$ cat src/rtl/minmax_seq_pkg.sv
// Shared FSM state type and default sizing for the sequential min/max frame reducer.
package minmax_pkg;

  localparam int W_DEF    = 8;
  localparam int NI_DEF   = 9;
  localparam int CNTW_DEF = 8;

  typedef enum logic [1:0] {
    IDLE,
    ACC,
    OUT
  } state_t;

endpackage

$ cat src/rtl/minmax_seq_if.sv
// Beat input / result output handshake bundle for minmax_seq.
// The slave modport is the reducer side, the master modport is the producer/consumer side.
interface minmax_seq_if
  import minmax_pkg::*;
#(
  parameter int W    = W_DEF,
  parameter int NI   = NI_DEF,
  parameter int CNTW = CNTW_DEF
) ();

  localparam int GIDXW = $clog2(NI * 2**CNTW);

  logic                   in_valid;
  logic                   in_ready;
  logic [NI-1:0][W-1:0]   in_data;
  logic                   in_last;
  logic                   in_sel;
  logic                   out_valid;
  logic                   out_ready;
  logic [W-1:0]           out_value;
  logic [GIDXW-1:0]       out_index;
  logic                   out_ovf;

  modport master (
    output in_valid, in_data, in_last, in_sel, out_ready,
    input  in_ready, out_valid, out_value, out_index, out_ovf
  );

  modport slave (
    input  in_valid, in_data, in_last, in_sel, out_ready,
    output in_ready, out_valid, out_value, out_index, out_ovf
  );

endinterface

$ cat src/rtl/minmax_seq_minmax.sv
// Combinational min/max over one beat of NI elements, returning the winning value and its local index.
// MM_CFG: 0 = runtime select via min_max_sel, 1 = min only, 2 = max only; OUT_CFG: 0 = ties keep lowest index.
module minmax
  import minmax_pkg::*;
#(
  parameter int W       = W_DEF,
  parameter int NI      = NI_DEF,
  parameter int OUT_CFG = 0,
  parameter int MM_CFG  = 0
) (
  input  logic [NI-1:0][W-1:0]  in_data,
  input  logic                  min_max_sel,
  output logic [W-1:0]          out_value,
  output logic [$clog2(NI)-1:0] out_index
);

  localparam int IDXW = $clog2(NI);

  logic find_max;

  assign find_max = (MM_CFG == 0) ? min_max_sel : (MM_CFG == 2);

  // Linear scan; a strict compare keeps the earliest element on ties unless OUT_CFG asks otherwise.
  always_comb begin
    out_value = in_data[0];
    out_index = '0;
    for (int k = 1; k < NI; k++) begin
      if (( find_max && (in_data[k] > out_value)) ||
          (!find_max && (in_data[k] < out_value)) ||
          ((OUT_CFG != 0) && (in_data[k] == out_value))) begin
        out_value = in_data[k];
        out_index = IDXW'(k);
      end
    end
  end

endmodule

$ cat src/rtl/minmax_seq.sv
// Frame-level min/max search over multi-beat input, reporting the winning value and its global index.
// Define MINMAX_SEQ_OVF_EN to saturate the beat count and flag frames longer than 2**CNTW beats.
module minmax_seq
  import minmax_pkg::*;
#(
  parameter int W    = W_DEF,
  parameter int NI   = NI_DEF,
  parameter int CNTW = CNTW_DEF
) (
  input  logic          clk,
  input  logic          rst_n,
  minmax_seq_if.slave   bus
);

  localparam int IDXW  = $clog2(NI);
  localparam int GIDXW = $clog2(NI * 2**CNTW);

`ifdef MINMAX_SEQ_OVF_EN
  localparam bit OVF_EN = 1'b1;
`else
  localparam bit OVF_EN = 1'b0;
`endif

  state_t            state;
  state_t            state_nx;
  logic              sel;
  logic [CNTW:0]     cnt;
  logic [CNTW:0]     cnt_next;
  logic [W-1:0]      best;
  logic [GIDXW-1:0]  best_idx;
  logic              ovf;
  logic              cur_sel;
  logic              accept;
  logic              better;
  logic              cnt_full;
  logic [W-1:0]      beat_value;
  logic [IDXW-1:0]   beat_local;
  logic [GIDXW-1:0]  beat_gidx;

  // The first beat of a frame has no latched direction yet, so it uses the live select.
  assign cur_sel = (state == IDLE) ? bus.in_sel : sel;

  minmax #(
    .W       (W),
    .NI      (NI),
    .OUT_CFG (0),
    .MM_CFG  (0)
  ) u_minmax (
    .in_data     (bus.in_data),
    .min_max_sel (cur_sel),
    .out_value   (beat_value),
    .out_index   (beat_local)
  );

  assign accept    = bus.in_valid && bus.in_ready;
  assign beat_gidx = GIDXW'(cnt[CNTW-1:0]) * GIDXW'(NI) + GIDXW'(beat_local);
  assign better    = sel ? (beat_value > best) : (beat_value < best);
  assign cnt_full  = cnt[CNTW];
  assign cnt_next  = OVF_EN ? (cnt + (CNTW+1)'(1)) : {1'b0, cnt[CNTW-1:0] + CNTW'(1)};

  assign bus.out_value = best;
  assign bus.out_index = best_idx;
  assign bus.out_ovf   = OVF_EN ? ovf : 1'b0;

  always_comb begin
    state_nx      = state;
    bus.in_ready  = 1'b0;
    bus.out_valid = 1'b0;
    case (state)
      IDLE, ACC: begin
        bus.in_ready = 1'b1;
        if (bus.in_valid) begin
          state_nx = bus.in_last ? OUT : ACC;
        end
      end
      OUT: begin
        bus.out_valid = 1'b1;
        if (bus.out_ready) begin
          state_nx = IDLE;
        end
      end
      default: state_nx = IDLE;
    endcase
  end

  // Past the beat limit, beats are swallowed without comparison and only the overflow flag moves.
  always_ff @(posedge clk or negedge rst_n) begin
    if (!rst_n) begin
      state    <= IDLE;
      sel      <= 1'b0;
      cnt      <= '0;
      best     <= '0;
      best_idx <= '0;
      ovf      <= 1'b0;
    end else begin
      state <= state_nx;
      if (accept) begin
        if (state == IDLE) begin
          sel      <= bus.in_sel;
          best     <= beat_value;
          best_idx <= GIDXW'(beat_local);
          cnt      <= (CNTW+1)'(1);
          ovf      <= 1'b0;
        end else if (cnt_full) begin
          ovf <= 1'b1;
        end else begin
          if (better) begin
            best     <= beat_value;
            best_idx <= beat_gidx;
          end
          cnt <= cnt_next;
        end
      end
    end
  end

endmodule
$ cat src/flat_wrapper.sv
// flat-port wrapper written by rule: the top's interface ports become plain ports
module minmax_seq_flat import minmax_pkg::*;
#(
  parameter int W    = W_DEF,
  parameter int NI   = NI_DEF,
  parameter int CNTW = CNTW_DEF
)
  (clk, rst_n, bus_in_valid, bus_in_data, bus_in_last, bus_in_sel, bus_out_ready, bus_in_ready, bus_out_valid, bus_out_value, bus_out_index, bus_out_ovf);
  minmax_seq_if #(.W(W), .NI(NI), .CNTW(CNTW)) bus_i ();
  input  logic clk;
  input  logic rst_n;
  input wire logic [$bits(bus_i.in_valid)-1:0] bus_in_valid;
  input wire logic [$bits(bus_i.in_data)-1:0] bus_in_data;
  input wire logic [$bits(bus_i.in_last)-1:0] bus_in_last;
  input wire logic [$bits(bus_i.in_sel)-1:0] bus_in_sel;
  input wire logic [$bits(bus_i.out_ready)-1:0] bus_out_ready;
  output wire logic [$bits(bus_i.in_ready)-1:0] bus_in_ready;
  output wire logic [$bits(bus_i.out_valid)-1:0] bus_out_valid;
  output wire logic [$bits(bus_i.out_value)-1:0] bus_out_value;
  output wire logic [$bits(bus_i.out_index)-1:0] bus_out_index;
  output wire logic [$bits(bus_i.out_ovf)-1:0] bus_out_ovf;
  assign bus_i.in_valid = bus_in_valid;
  assign bus_i.in_data = bus_in_data;
  assign bus_i.in_last = bus_in_last;
  assign bus_i.in_sel = bus_in_sel;
  assign bus_i.out_ready = bus_out_ready;
  assign bus_in_ready = bus_i.in_ready;
  assign bus_out_valid = bus_i.out_valid;
  assign bus_out_value = bus_i.out_value;
  assign bus_out_index = bus_i.out_index;
  assign bus_out_ovf = bus_i.out_ovf;
  minmax_seq #(.W(W), .NI(NI), .CNTW(CNTW)) u_core (.clk(clk), .rst_n(rst_n), .bus(bus_i));
endmodule
$ cat config.mk
export PLATFORM = sky130hd
export DESIGN_NAME = minmax_seq_flat
export DESIGN_NICKNAME = d
export VERILOG_FILES = /design/src/rtl/minmax_seq_pkg.sv /design/src/rtl/minmax_seq_if.sv /design/src/rtl/minmax_seq_minmax.sv /design/src/rtl/minmax_seq.sv /design/src/flat_wrapper.sv
export SDC_FILE = /design/constraint.sdc
export NUM_CORES = 1
export LEC_CHECK = 0
export ABC_AREA = 1
export CORE_MARGIN = 4
export CORE_UTILIZATION = 53
export CTS_CLUSTER_SIZE = 30
export DETAILED_ROUTE_END_ITERATION = 7
export GPL_ROUTABILITY_DRIVEN = 0
export PLACE_DENSITY = 0.82
export REMOVE_ABC_BUFFERS = 1
export SYNTH_ARGS = -nofsm -noshare
export SYNTH_HDL_FRONTEND = slang
export SYNTH_SLANG_ARGS = --single-unit
$ cat constraint.sdc
create_clock -name clk -period 19 [get_ports clk]
set_input_delay 3.8 -clock clk [delete_from_list [all_inputs] [get_ports clk]]
set_output_delay 3.8 -clock clk [all_outputs]
set_load 0.05 [all_outputs]
### Yosys cells after proc, flatten, opt, wreduce, memory -nomap -nowiden

Cells that the tools add are included.

* bits in registers: 32
* output and inout bits: 23
* word-level logic and storage cells: 96

* add/sub/neg operators: 2
* multiply operators: 1
* order comparisons: 18
* eq/ne operators: 5
* multiplexer cells: 32
* reductions and logical operators: 32

Operators with widths (count)
* two-way mux 8 bit: 11
* greater-than comparator 8 bit: 9
* less-than comparator 8 bit: 9
* two-way mux 12 bit: 3
* two-way mux 9 bit: 2
* logical AND 1 bit: 17
* adder 12 x 4 -> 12 bit: 1
* multiplier 8 x 4 -> 12 bit, second input constant: 1
* two-way mux 4 bit: 3
* two-way mux 2 bit: 5
* adder 8 x 1 -> 8 bit, second input constant: 1
* logical OR 1 bit: 8
* two-way mux 3 bit: 2
* inequality test 2 bit, second input constant: 3
* two-way mux 1 bit: 5
* one-hot mux 2 bit (2 select lines): 1
* AND reduction 2 bit: 2
* AND reduction 3 bit: 1
* equality test 2 x 1 -> 1 bit, second input constant: 1
* equality test 2 bit, second input constant: 1
* zero test 2 bit: 1
* nonzero test 2 bit: 1
* OR reduction 2 bit: 1
* zero test 1 bit: 1

### Depth between registers and ports, before layout

* depth in word-level cells: 39
* gate-level depth with buffers: 117

### Modules after synthesis

A second synthesis with hierarchy kept.

* cells, all modules: 759
* area total of the unflattened synthesis: 4961.0 µm²

Modules (own cells, without submodules)
* minmax: instances 1, cells each 446, area each 2658.8 µm²
* minmax_seq: instances 1, cells each 313, area each 2302.2 µm²

### Least setup slack after synthesis

Ideal clock, no wire load.

* path type: input -> register
* start: input port bus_in_data[7]
* end: register u_core.best_idx[11] (netlist: u_core.bus.out_index[11])
* arrival: 16.695 ns
* data required time: 18.878 ns
* slack: 2.184 ns
* cell stages on the path: 90
* buffers on the path: 8
* cell sequence: inv_1 -> ha_1 -> a21o_1 -> nor2_1 -> nand3_1 -> nand2_4 -> clkbuf_1 -> nor2_1 -> a21oi_1 -> ha_1 -> a21oi_1 -> nor2_1 -> a211oi_1 -> nand2_1 -> nand2_2 -> nand2_4 -> buf_2 -> o21ai_0 -> (+54 left out) -> nand2_1 -> inv_1 -> ha_1 -> ha_1 -> inv_1 -> fa_1 -> nor2_1 -> a221oi_1 -> nor2_1 -> nor2_1 -> inv_1 -> a21oi_1 -> nor2_1 -> nor2_1 -> nor2_1 -> o21ai_0 -> nand2_1 -> a32o_1

* word-level cells in the longest chain between the ends: 36

Ends and longest elaborated chain
* start, declared: RTL line flat_wrapper.sv:13 `input wire logic [$bits(bus_i.in_data)-1:0] bus_in_data;`
* greater-than comparator 8 bit or less-than comparator 8 bit (tied branches): RTL line minmax_seq_minmax.sv:28, minmax_seq_minmax.sv:29
* logical AND 1 bit (on tied branches): RTL line minmax_seq_minmax.sv:28, minmax_seq_minmax.sv:29
* logical OR 1 bit: RTL line minmax_seq_minmax.sv:28 `if (( find_max && (in_data[k] > out_value)) ||`
* two-way mux 8 bit: RTL line minmax_seq_minmax.sv:28
* greater-than comparator 8 bit or less-than comparator 8 bit (tied branches): RTL line minmax_seq_minmax.sv:28, minmax_seq_minmax.sv:29
* logical AND 1 bit (on tied branches): RTL line minmax_seq_minmax.sv:28, minmax_seq_minmax.sv:29
* logical OR 1 bit: RTL line minmax_seq_minmax.sv:28
* two-way mux 8 bit: RTL line minmax_seq_minmax.sv:28
* (+20 left out)
* greater-than comparator 8 bit or less-than comparator 8 bit (tied branches): RTL line minmax_seq_minmax.sv:28, minmax_seq_minmax.sv:29
* logical AND 1 bit (on tied branches): RTL line minmax_seq_minmax.sv:28, minmax_seq_minmax.sv:29
* logical OR 1 bit: RTL line minmax_seq_minmax.sv:28
* two-way mux 4 bit or two-way mux 8 bit (tied branches): RTL line minmax_seq_minmax.sv:28
* adder 12 x 4 -> 12 bit (tied with other cells): RTL line minmax_seq.sv:56 `assign beat_gidx = GIDXW'(cnt[CNTW-1:0]) * GIDXW'(NI) + GIDXW'(beat_local);`
* two-way mux 12 bit or two-way mux 1 bit (tied branches): RTL line minmax_seq.sv:107, minmax_seq.sv:57
* two-way mux 12 bit or nonzero test 2 bit (tied branches)
* two-way mux 12 bit or AND reduction 3 bit (tied branches)
* end signal, assigned: RTL line minmax_seq.sv:101 `best_idx <= GIDXW'(beat_local);`
* end signal, assigned: RTL line minmax_seq.sv:109 `best_idx <= beat_gidx;`
* end, declared: RTL line minmax_seq.sv:30 `logic [GIDXW-1:0] best_idx;`

Parallel ways exist; a longest one is shown, timed or not. The select of a mux whose other input is x is not followed.
A chain may end at the register's enable or synchronous reset.

### Final worst setup path

* start: input port bus_in_data[5]
* end: register u_core.best_idx[11] (netlist: u_core.bus.out_index[11])

The elaborated chain is that of the path after synthesis.

==> results.cfg <==
[power_and_ir_drop]
p_leak_nw = 3.08
vdd_drop_max_mv = 0.0828
p_per_area_nw_per_um2 = 173
fin_total_pwr_mw = 1.03

[route]
num_vias = 5005
drc = 0
avgRoutedWirePerCell_um = 13.5
vias_per_cell = 5.43
dr.pass1.iters = 5
drt-initial-drc-count = 219
totalWireLength_mm = 12.5
antenna_left = 0

[yosys]
synth_cell_types = 44
synth_area_sq_um = 4850
ys_seq_area_share_pct = 16.0
avgSynthCellArea_sq_um = 6.73
syn-instance-count = 720
synth.area.top_cells = ha_1 (23%), dfrtp_1 (16%), nand2_1 (12%)
synth_commonest_cells = nand2_1 (161), inv_1 (96), ha_1 (90)
synth-main-ff-cell = dfrtp_1
synth_area_leader_cell = ha_1
ys_ff_latch = 31
synth-edff-count = 0
asyncSetResetFlopFracSynth_pct = 100
ys_warn_count = 0
post-synth-top-area-fraction_pct = 23.2
synth_most_common_cell = nand2_1

[global_route]
grt.busiest_layer = met2
grt_max_degree = 32
grt_use_met2_pct = 40.2
met3_usage_pct = 3.86
track_usage_pct = 22.6
grt_overflow = 0
antenna_found_initial = 0
grt_pass1_wl_mm = 21.0
grtUsageMet1_pct = 28.5
grt_pass1_vias = 4837

[clocking]
clock-root-buffer = clkbuf_8
cts.sinks = 31
postCtsSetupRepairBufs = 0
ctsHoldBuffers = 0
numCtsBuffers = 5
clk_pin_slew_worst_paths_ps = 60
cts_resized = 0
clk_latency_ps = 280
cts_tree = built
cts_max_path_buffers = 2
htree_levels = 2

[placed_design]
dpl_cell_area_sq_um = 5880
io_buffers = 99
place_ws_ps = 287
dp.cells = 914
hpwl_mm = 10.4

[floorplan]
core_sq_um = 8810
io_pins = 101
rows = 34
die_w_um = 104
die_h_um = 104
die_area_sq_um = 10700
start_util_pct = 55.0

[sta]
tightest_slew_ps = 668
fin_crit_ps = 17530
post-route-period-util_pct = 92.2
hold-worst-slack_ps = 489
hold_viol = 0
slew_viol_final = 0
setup_tns_ps = 0
worst_slack_ps = 1470
fmax_ghz = 0.0571
slew_headroom_pct = 55.3
setup_violations = 0
finalClockSkew_ps = 3.47

[layout]
multiInputGateArea_sq_um = 3620
layout-drive-gt1-share_pct = 8.86
syn_to_final_growth_pct = 23.6
final_cells = 921
nFillCells = 743
regArea_sq_um = 776
fin_util_pct = 68.0
post-route-cell-area_sq_um = 5990
n_antenna_cell = 0
nets = 983

[setup_path]
required_ps = 19170
start_kind = input pin
end_kind = flop
cp_data_arrival_time_ps = 17690
reg2reg_slack_ps = 4810
critPathKind = in -> reg
slowest_delay_ps = 460
critPathSlowestCell = clkdlybuf4s50_1
cpMostUsedCell = nor2_1
cp_max_fo = 18

[flow_run]
cap_violations = 0

[worst_hold_path]
hold_class = reg -> reg

[status]
status = finished, final reports clean
[flip-flops by register name, summed over array words and instances, names as in the netlist]
register,cells
u_core.cnt,8
u_core.state,2
u_core.bus.out_value,8
u_core.sel,1
u_core.bus.out_index,12
[placed cells by master, fill, tap and decap left out, types with 2 or more instances in the layout]
master and instances:
nand2_1 160, clkdlybuf4s50_1 99, inv_1 95, ha_1 90, nand3_1 64, nor2_1 48
o21ai_0 37, dfrtp_1 31, a21oi_1 30, nand2_2 29, o21ai_1 21, nand4_1 14
and2_1 14, nand3_2 10, nand2_4 8, o21bai_1 7, or2_2 7, nor3_1 5
a211oi_1 5, clkbuf_8 5, inv_2 4, o211ai_1 3, a211oi_2 2, clkinvlp_4 2
o31ai_1 2, o41ai_1 2
[worst paths after layout]
path,cells after the start,startpoint,end
setup / recovery,84,bus_in_data[5],u_core.bus.out_index[11]$_DFFE_PN0P_
hold / removal,2,u_core.bus.out_index[10]$_DFFE_PN0P_,u_core.bus.out_index[10]$_DFFE_PN0P_
setup reg to reg,83,u_core.state[0]$_DFFE_PN0P_,u_core.bus.out_index[11]$_DFFE_PN0P_
hold reg to reg,2,u_core.bus.out_index[10]$_DFFE_PN0P_,u_core.bus.out_index[10]$_DFFE_PN0P_
max in group asynchronous,2,rst_n,u_core.cnt[1]$_DFFE_PN0P_
min in group asynchronous,2,rst_n,u_core.bus.out_value[5]$_DFFE_PN0P_
[critical path: cells and delay by family]
family,cells,cell delay [ps]
AO/OA/AOI/OAI,25,4820
AND/OR/NAND/NOR,39,4680
adder cells (fa/ha/maj),11,3000
buffers and inverters,8,1060
multiplexers,1,340
[routing by layer]
metal / share of wire, % / up-vias
met1: 45 / 2221
met2: 47 / 162
met5: 0 / -
met4: 2.1 / 0
met3: 5.8 / 34
li1: - / 2588
[where the power goes]
part | total, mW | internal (mW) | switching, mW
Clock | 0.0468 | 0.0243 | 0.0225
Sequential | 0.103 | 0.0861 | 0.0169
Combinational | 0.884 | 0.326 | 0.558
Total | 1.03 | 0.436 | 0.597
[cells by family after synthesis]
| kind of cell | count (synthesis) | share of synthesized area (%) |
|---|---|---|
| other | 1 | 0.0774 |
| flip-flops | 31 | 16.0 |
| multiplexers | 1 | 0.207 |
| adder cells (fa/ha/maj) | 91 | 23.7 |
| XOR/XNOR | 2 | 0.362 |
| AO/OA/AOI/OAI | 116 | 13.7 |
| AND/OR/NAND/NOR | 363 | 36.2 |
| buffers and inverters | 115 | 9.81 |
[area by class of cell]
| type | count | area share, % |
|---|---|---|
| clock buffers | 6 | 1.21 |
| inverters | 101 | 6.39 |
| repair inverters | 1 | 0.125 |
| well taps | 108 | 2.26 |
| flip-flops and latches | 31 | 13.0 |
| multi-input cells | 574 | 60.4 |
| repair buffers | 100 | 16.7 |
Power figures use the tool's default switching activity.
